$ cat config.mk
export PLATFORM = sky130hd
export DESIGN_NAME = pep_mmacc_gram_arb_nreq_flat
export DESIGN_NICKNAME = d
export VERILOG_FILES = /design/src/rtl/pep_mmacc_gram_arb_nreq_if.sv /design/src/rtl/pep_mmacc_gram_arb_nreq.sv /design/src/flat_wrapper.sv
export SDC_FILE = /design/constraint.sdc
export NUM_CORES = 1
export LEC_CHECK = 0
export CAP_MARGIN = 20
export CORE_MARGIN = 8
export CORE_UTILIZATION = 45
export CTS_CLUSTER_DIAMETER = 80
export DETAILED_ROUTE_END_ITERATION = 7
export PLACE_DENSITY = 0.7
export SYNTH_ARGS = -nofsm -noshare
export SYNTH_HDL_FRONTEND = slang
export SYNTH_SLANG_ARGS = --single-unit
$ cat constraint.sdc
create_clock -name clk -period 5.36 [get_ports clk]
set_clock_uncertainty 0.1 [all_clocks]
set_input_delay 1.072 -clock clk [delete_from_list [all_inputs] [get_ports clk]]
set_output_delay 1.072 -clock clk [all_outputs]
set_load 0.05 [all_outputs]
$ cat src/rtl/pep_mmacc_gram_arb_nreq_if.sv
// Windowed GRAM request bundle for the mono-mult-acc slot arbiter.
// One target GRAM, critical flag and valid/ready pair per requester.
interface pep_mmacc_gram_arb_nreq_if #(
  parameter int GRAM_NB = 4,
  parameter int REQ_NB  = 2
);
  localparam int GW = (GRAM_NB > 1) ? $clog2(GRAM_NB) : 1;

  logic [REQ_NB*GW-1:0] req_grid;
  logic [REQ_NB-1:0]    req_critical;
  logic [REQ_NB-1:0]    req_vld;
  logic [REQ_NB-1:0]    req_rdy;

  modport master (
    output req_grid,
    output req_critical,
    output req_vld,
    input  req_rdy
  );

  modport slave (
    input  req_grid,
    input  req_critical,
    input  req_vld,
    output req_rdy
  );
endinterface

$ cat src/rtl/pep_mmacc_gram_arb_nreq.sv
// GRAM slot arbiter: windowed A/B port ownership, background users on idle ports.
// Optional starvation promotion: PEP_MMACC_GRAM_ARB_AGE_PROMOTE_EN.
module pep_mmacc_gram_arb_nreq #(
  parameter int          GRAM_NB       = 4,
  parameter int          REQ_NB        = 2,
  parameter int          SLOT_CYCLE    = 4,
  parameter int          GLWE_SLOT_NB  = 2,
  parameter logic [31:0] ADD_SLOT_LIST = 32'h0000_0011,
  parameter int          AGE_SLOT_NB   = 8
) (
  input  logic                      clk,
  input  logic                      s_rst_n,
  pep_mmacc_gram_arb_nreq_if.slave  req,
  output logic [REQ_NB-1:0]         grant,
  output logic [REQ_NB*GRAM_NB-1:0] avail_a_1h,
  output logic [REQ_NB*GRAM_NB-1:0] avail_b,
  output logic [GRAM_NB-1:0]        bg_a_avail,
  output logic [GRAM_NB-1:0]        bg_b_avail
);
  localparam int GW = (GRAM_NB > 1) ? $clog2(GRAM_NB) : 1;
  localparam int RW = (REQ_NB > 1) ? $clog2(REQ_NB) : 1;
  localparam int CW = $clog2(GLWE_SLOT_NB + 16);
  localparam int SW = $clog2(SLOT_CYCLE);

  if (REQ_NB < 1 || REQ_NB > 8 || GRAM_NB < 1 || SLOT_CYCLE < 2 ||
      GLWE_SLOT_NB < 1 || AGE_SLOT_NB < 1) begin : g_bad_param
    $fatal(1, "pep_mmacc_gram_arb_nreq: bad parameter");
  end

  logic [SW-1:0] slot_cnt;
  logic          boundary;
  logic [RW-1:0] rr;
  logic [RW-1:0] rr_nx;
  logic [RW-1:0] last;
  logic          hit;

  logic [CW-1:0] a_rem   [GRAM_NB];
  logic [CW-1:0] b_rem   [GRAM_NB];
  logic [CW-1:0] a_dec   [GRAM_NB];
  logic [CW-1:0] b_dec   [GRAM_NB];
  logic [CW-1:0] a_nx    [GRAM_NB];
  logic [CW-1:0] b_nx    [GRAM_NB];
  logic [RW-1:0] owner_a [GRAM_NB];
  logic [RW-1:0] owner_b [GRAM_NB];
  logic [RW-1:0] oa_nx   [GRAM_NB];
  logic [RW-1:0] ob_nx   [GRAM_NB];

  logic [GRAM_NB-1:0]        free;
  logic [GRAM_NB-1:0]        taken;
  logic [REQ_NB-1:0]         hold_a;
  logic [REQ_NB-1:0]         sel;
  logic [REQ_NB-1:0]         acc;
  logic [REQ_NB-1:0]         prio;
  logic [REQ_NB*GRAM_NB-1:0] aa_nx;
  logic [REQ_NB*GRAM_NB-1:0] ab_nx;
  logic [GRAM_NB-1:0]        bga_nx;
  logic [GRAM_NB-1:0]        bgb_nx;

  assign boundary = (slot_cnt == SW'(SLOT_CYCLE - 1));
  assign acc = {REQ_NB{boundary & s_rst_n}} & sel;
  assign req.req_rdy = acc;
  assign rr_nx = (last == RW'(REQ_NB - 1)) ? '0 : last + 1'b1;

`ifdef PEP_MMACC_GRAM_ARB_AGE_PROMOTE_EN
  localparam int AW = $clog2(AGE_SLOT_NB + 1);
  logic [AW-1:0] age [REQ_NB];

  always_ff @(posedge clk) begin
    if (!s_rst_n) begin
      for (int i = 0; i < REQ_NB; i++) age[i] <= '0;
    end else if (boundary) begin
      for (int i = 0; i < REQ_NB; i++) begin
        if (acc[i]) age[i] <= '0;
        else if (req.req_vld[i] && age[i] != AW'(AGE_SLOT_NB))
          age[i] <= age[i] + 1'b1;
      end
    end
  end

  always_comb begin
    prio = '0;
    for (int i = 0; i < REQ_NB; i++)
      prio[i] = req.req_critical[i] | (age[i] >= AW'(AGE_SLOT_NB));
  end
`else
  assign prio = req.req_critical;
`endif

  always_comb begin
    free = '0;
    for (int g = 0; g < GRAM_NB; g++) begin
      a_dec[g] = (a_rem[g] == '0) ? '0 : a_rem[g] - 1'b1;
      b_dec[g] = (b_rem[g] == '0) ? '0 : b_rem[g] - 1'b1;
      free[g]  = (a_dec[g] == '0) && (b_dec[g] == '0);
    end
  end

  // A requester still inside an A window cannot open a second one.
  always_comb begin
    hold_a = '0;
    for (int i = 0; i < REQ_NB; i++)
      for (int g = 0; g < GRAM_NB; g++)
        if (owner_a[g] == RW'(i) && a_dec[g] != '0) hold_a[i] = 1'b1;
  end

  // h=0/1: critical from rr then wrapped; h=2/3: same for non-critical.
  always_comb begin
    sel   = '0;
    taken = '0;
    last  = '0;
    hit   = 1'b0;
    for (int h = 0; h < 4; h++)
      for (int i = 0; i < REQ_NB; i++)
        if (req.req_vld[i] && (prio[i] == (h < 2)) &&
            ((h % 2 == 0) == (i >= int'(rr))) && !hold_a[i])
          for (int g = 0; g < GRAM_NB; g++)
            if (req.req_grid[i*GW +: GW] == GW'(g) &&
                free[g] && !taken[g]) begin
              sel[i]   = 1'b1;
              taken[g] = 1'b1;
              last     = RW'(i);
              hit      = 1'b1;
            end
  end

  always_comb begin
    for (int g = 0; g < GRAM_NB; g++) begin
      a_nx[g]  = boundary ? a_dec[g] : a_rem[g];
      b_nx[g]  = boundary ? b_dec[g] : b_rem[g];
      oa_nx[g] = owner_a[g];
      ob_nx[g] = owner_b[g];
    end
    for (int i = 0; i < REQ_NB; i++)
      for (int g = 0; g < GRAM_NB; g++)
        if (acc[i] && req.req_grid[i*GW +: GW] == GW'(g)) begin
          a_nx[g]  = CW'(GLWE_SLOT_NB);
          b_nx[g]  = CW'(GLWE_SLOT_NB) + CW'(ADD_SLOT_LIST[4*i +: 4]);
          oa_nx[g] = RW'(i);
          ob_nx[g] = RW'(i);
        end
    aa_nx  = '0;
    ab_nx  = '0;
    bga_nx = '0;
    bgb_nx = '0;
    for (int g = 0; g < GRAM_NB; g++) begin
      bga_nx[g] = (a_nx[g] == '0);
      bgb_nx[g] = (b_nx[g] == '0);
      for (int i = 0; i < REQ_NB; i++) begin
        if (a_nx[g] != '0 && oa_nx[g] == RW'(i))
          aa_nx[i*GRAM_NB + g] = 1'b1;
        if (b_nx[g] != '0 && ob_nx[g] == RW'(i))
          ab_nx[i*GRAM_NB + g] = 1'b1;
      end
    end
  end

  always_ff @(posedge clk) begin
    if (!s_rst_n) begin
      slot_cnt   <= '0;
      rr         <= '0;
      grant      <= '0;
      avail_a_1h <= '0;
      avail_b    <= '0;
      bg_a_avail <= '0;
      bg_b_avail <= '0;
      for (int g = 0; g < GRAM_NB; g++) begin
        a_rem[g]   <= '0;
        b_rem[g]   <= '0;
        owner_a[g] <= '0;
        owner_b[g] <= '0;
      end
    end else begin
      slot_cnt <= boundary ? '0 : slot_cnt + 1'b1;
      if (boundary && hit) rr <= rr_nx;
      grant      <= acc;
      avail_a_1h <= aa_nx;
      avail_b    <= ab_nx;
      bg_a_avail <= bga_nx;
      bg_b_avail <= bgb_nx;
      for (int g = 0; g < GRAM_NB; g++) begin
        a_rem[g]   <= a_nx[g];
        b_rem[g]   <= b_nx[g];
        owner_a[g] <= oa_nx[g];
        owner_b[g] <= ob_nx[g];
      end
    end
  end
endmodule
$ cat src/flat_wrapper.sv
// flat-port wrapper written by rule: the top's interface ports become plain ports
module pep_mmacc_gram_arb_nreq_flat 
#(
  parameter int          GRAM_NB       = 4,
  parameter int          REQ_NB        = 2,
  parameter int          SLOT_CYCLE    = 4,
  parameter int          GLWE_SLOT_NB  = 2,
  parameter logic [31:0] ADD_SLOT_LIST = 32'h0000_0011,
  parameter int          AGE_SLOT_NB   = 8
)
  (clk, s_rst_n, grant, avail_a_1h, avail_b, bg_a_avail, bg_b_avail, req_req_grid, req_req_critical, req_req_vld, req_req_rdy);
  pep_mmacc_gram_arb_nreq_if #(.GRAM_NB(GRAM_NB), .REQ_NB(REQ_NB)) req_i ();
  input  logic clk;
  input  logic s_rst_n;
  output logic [REQ_NB-1:0] grant;
  output logic [REQ_NB*GRAM_NB-1:0] avail_a_1h;
  output logic [REQ_NB*GRAM_NB-1:0] avail_b;
  output logic [GRAM_NB-1:0] bg_a_avail;
  output logic [GRAM_NB-1:0] bg_b_avail;
  input wire logic [$bits(req_i.req_grid)-1:0] req_req_grid;
  input wire logic [$bits(req_i.req_critical)-1:0] req_req_critical;
  input wire logic [$bits(req_i.req_vld)-1:0] req_req_vld;
  output wire logic [$bits(req_i.req_rdy)-1:0] req_req_rdy;
  assign req_i.req_grid = req_req_grid;
  assign req_i.req_critical = req_req_critical;
  assign req_i.req_vld = req_req_vld;
  assign req_req_rdy = req_i.req_rdy;
  pep_mmacc_gram_arb_nreq #(.GRAM_NB(GRAM_NB), .REQ_NB(REQ_NB), .SLOT_CYCLE(SLOT_CYCLE), .GLWE_SLOT_NB(GLWE_SLOT_NB), .ADD_SLOT_LIST(ADD_SLOT_LIST), .AGE_SLOT_NB(AGE_SLOT_NB)) u_core (.clk(clk), .s_rst_n(s_rst_n), .req(req_i), .grant(grant), .avail_a_1h(avail_a_1h), .avail_b(avail_b), .bg_a_avail(bg_a_avail), .bg_b_avail(bg_b_avail));
endmodule
==> metrics <==
CP max stage delay 0.47 ns; top layer reached by signal wires met4; filler instances 980; # setup viols final 0; Hold Buf Count CTS 0; r2r worst-path depth 11; ys async rst share 0%; ratio of final minimum period to clock period 88.6%; crit path capture type output pin; DR vias 4321; CP dominant cell by count a41oi_1; share of the synthesized area in the top cell type 33.7%; Synth Register Bits between 70 and 80; final worst slack around 0.6 ns; M1 wire length 5320 µm; CTS clk-pin slew, worst paths 0.07 ns; total grt overflow 0; vias in the first global route 3985; CP Data Required Time ~4.2 ns; Main synth FF type dfxtp_1; Worst path depth 11; Wirelength per Cell between 15 and 20 µm; Ports 38; GPL Wtd Cong 0.917; fin cells 736; std cell rows 36; CP top delay family compound AO/OA/AOI/OAI gates; VDD IR max 149 µV; Pwr per Cell Area 274 mW/mm²; synthesized instance count 574; metal3 WL 839 µm; most common cell in the netlist dfxtp_1; CP max FO 11; Root Driver clkbuf_8; postcts setup bufs 0; CTS HTree Levels 3; Tmin final around 4.7 ns; Bufs and invs on worst path 2; Setup Total Neg Slack 0 ns; commonest cells in the netlist dfxtp_1, nor2_1, nand2_1; Die W between 100 and 150 µm; status completed; Setup CP Type reg -> out; share of layout cells above drive strength 1 8.79%; Initial Utilization 46.5%; largest net degree at the start of global routing 29; GRT Total Usage 17.6%; Hold Path Depth 1; Syn-to-layout area delta 14.9%; sequential share of power 41.9%; Placed Cells 720; Clock Latency Late Sink 0.36 ns; Finished Core Util around 53%; post-synth design cell area 0.00457 mm²; static leakage 2.04 nW; final-report hold violation count 0; Multi-input gate area between 0.002 and 0.003 mm²; Clock Power Share 37.0%; NetSw approximately 0.00042 W; antenna violations before repair 0; # DRC 0; # Max-Cap Violations 0; syn avg cell area 7.96 µm²; DIE AREA between 0.01 and 0.015 mm²; CTS tree done; RSZ-0062 raised after global routing false; max-slew violation count 0; Yosys cell types 76; total power ~0.0014 W; Routed Antenna Nets 0; FF+latch area 0.00154 mm²; First-pass DRT Iterations 5; Post-synth EDFFs 0; n_diodes 0; total clock sinks 77; FMAX between 200 and 250 MHz; cells along the critical path inv_1, ha_1, nor2b_1, a311o_1, a41oi_1, nor4_4, a41oi_1, o41a_1, a21oi_1, nor3_1, buf_4; final wirelength roughly 12000 µm; Longest Clk Path Bufs 2; Net Count, Synth 594; 1st-iter DRT viols 308; Gate power share 21.1%; Core Box Area a little under 0.01 mm²; Min-Delay Path Class reg -> reg; slowest CP cell dfxtp_1; met2 routed WL 5250 µm; crit path DAT 3.58 ns; Place WS 0.751 ns; largest cells by area after synthesis dfxtp_1, nor2_1, nor3_1, nand2_1, a21oi_1; internal power component slightly above 0.001 W; startpoint types flop; cell taking the most area after synthesis dfxtp_1; vias per inst approximately 5.9; Port Buffers 37; Seq/Total Area, Yosys between 30% and 40%; Slew @ Worst Pin 0.724 ns; Yosys warning count 0; HPWL Detailed 8590 µm; chip height 117 µm; CTS Buf Count 9; first-pass GRT wire length around 19000 µm; Slew HR 51.1%; post-CTS resize count 0; Sw Ratio 29.1%; Final nets 618
cells by family (layout without fill, tap and decap cells):
kind of cell	after synthesis	in the layout	share of synthesized area (%)
and+or+nand+nor	245	245	28.4
adders and majority gates	11	11	2.96
buffers and inverters	62	91	5.42
AOI/OAI and AO/OA	167	167	26.9
xor gates and xnor gates	4	4	0.767
DFF	77	77	33.7
muxes	8	8	1.81
power by group through the flow:
stage          Sequential [W]  Combinational (W)  Clock (W)
2_1_floorplan        0.000657           0.000182          0
3_3_place_gp         0.000616           0.000298          0
3_5_place_dp         0.000617           0.000301          0
4_1_cts              0.000604           0.000303   0.000547
5_1_grt              0.000606           0.000328   0.000570
6_report             0.000604           0.000304   0.000533
final timing paths:
check / start / to / slack, ns
setup / recovery: u_core.a_rem[2][0] / req_req_rdy[1] / 0.61
hold / removal: u_core.slot_cnt[0] / u_core.slot_cnt[0] / 0.33
setup reg to reg: u_core.a_rem[2][0] / u_core.a_rem[3][3] / 1.40
hold reg to reg: u_core.slot_cnt[0] / u_core.slot_cnt[0] / 0.33
layer usage:
layer / track usage, % / vias up
li1: - / 2151
met1: 22.3 / 2005
met2: 27.3 / 145
met3: 3.77 / 20
met4: 9.22 / 0
met5: 0 / -
cells in the final DEF (no fill, tap or decap), drive strengths merged, types with 7 or more instances in the layout:
master,synthesis,layout
a211oi,10,10
nor2,59,59
or3,8,8
dfxtp,77,77
nor3,45,45
o21ai,31,31
nand2,54,54
o31a,14,14
ha,10,10
nor2b,11,11
nor4,9,9
inv,34,34
nand4,7,7
clkdlybuf4s50,0,35
o21ba,7,7
nand2b,7,7
clkbuf,20,12
nand3,15,15
a21oi,39,39
o22ai,9,9
through the flow:
step	hold WS, ns	area, µm²
2_1_floorplan	0.298	4570
3_3_place_gp	0.308	5010
5_1_grt	0.343	5250
4_1_cts	0.333	5250
3_5_place_dp	0.322	5010
6_report	0.329	5250
cell type report:
type	instances	share of cell area [%]
Multi-Input combinational cell	435	52.9
Inverter	34	2.43
Tap cell	133	3.17
Clock buffer	12	2.76
Sequential cell	77	29.4
Clock inverter	4	1.81
Timing Repair Buffer	41	7.53
registers in the layout, summed over array words and instances (netlist names), 4 cells and up:
name,cells
u_core.bg_a_avail,4
u_core.avail_a_1h,8
u_core.bg_b_avail,4
u_core.owner_b,4
u_core.owner_a,4
u_core.a_rem,20
u_core.avail_b,8
u_core.b_rem,20
No activity file was read; power rests on OpenSTA's default activity.
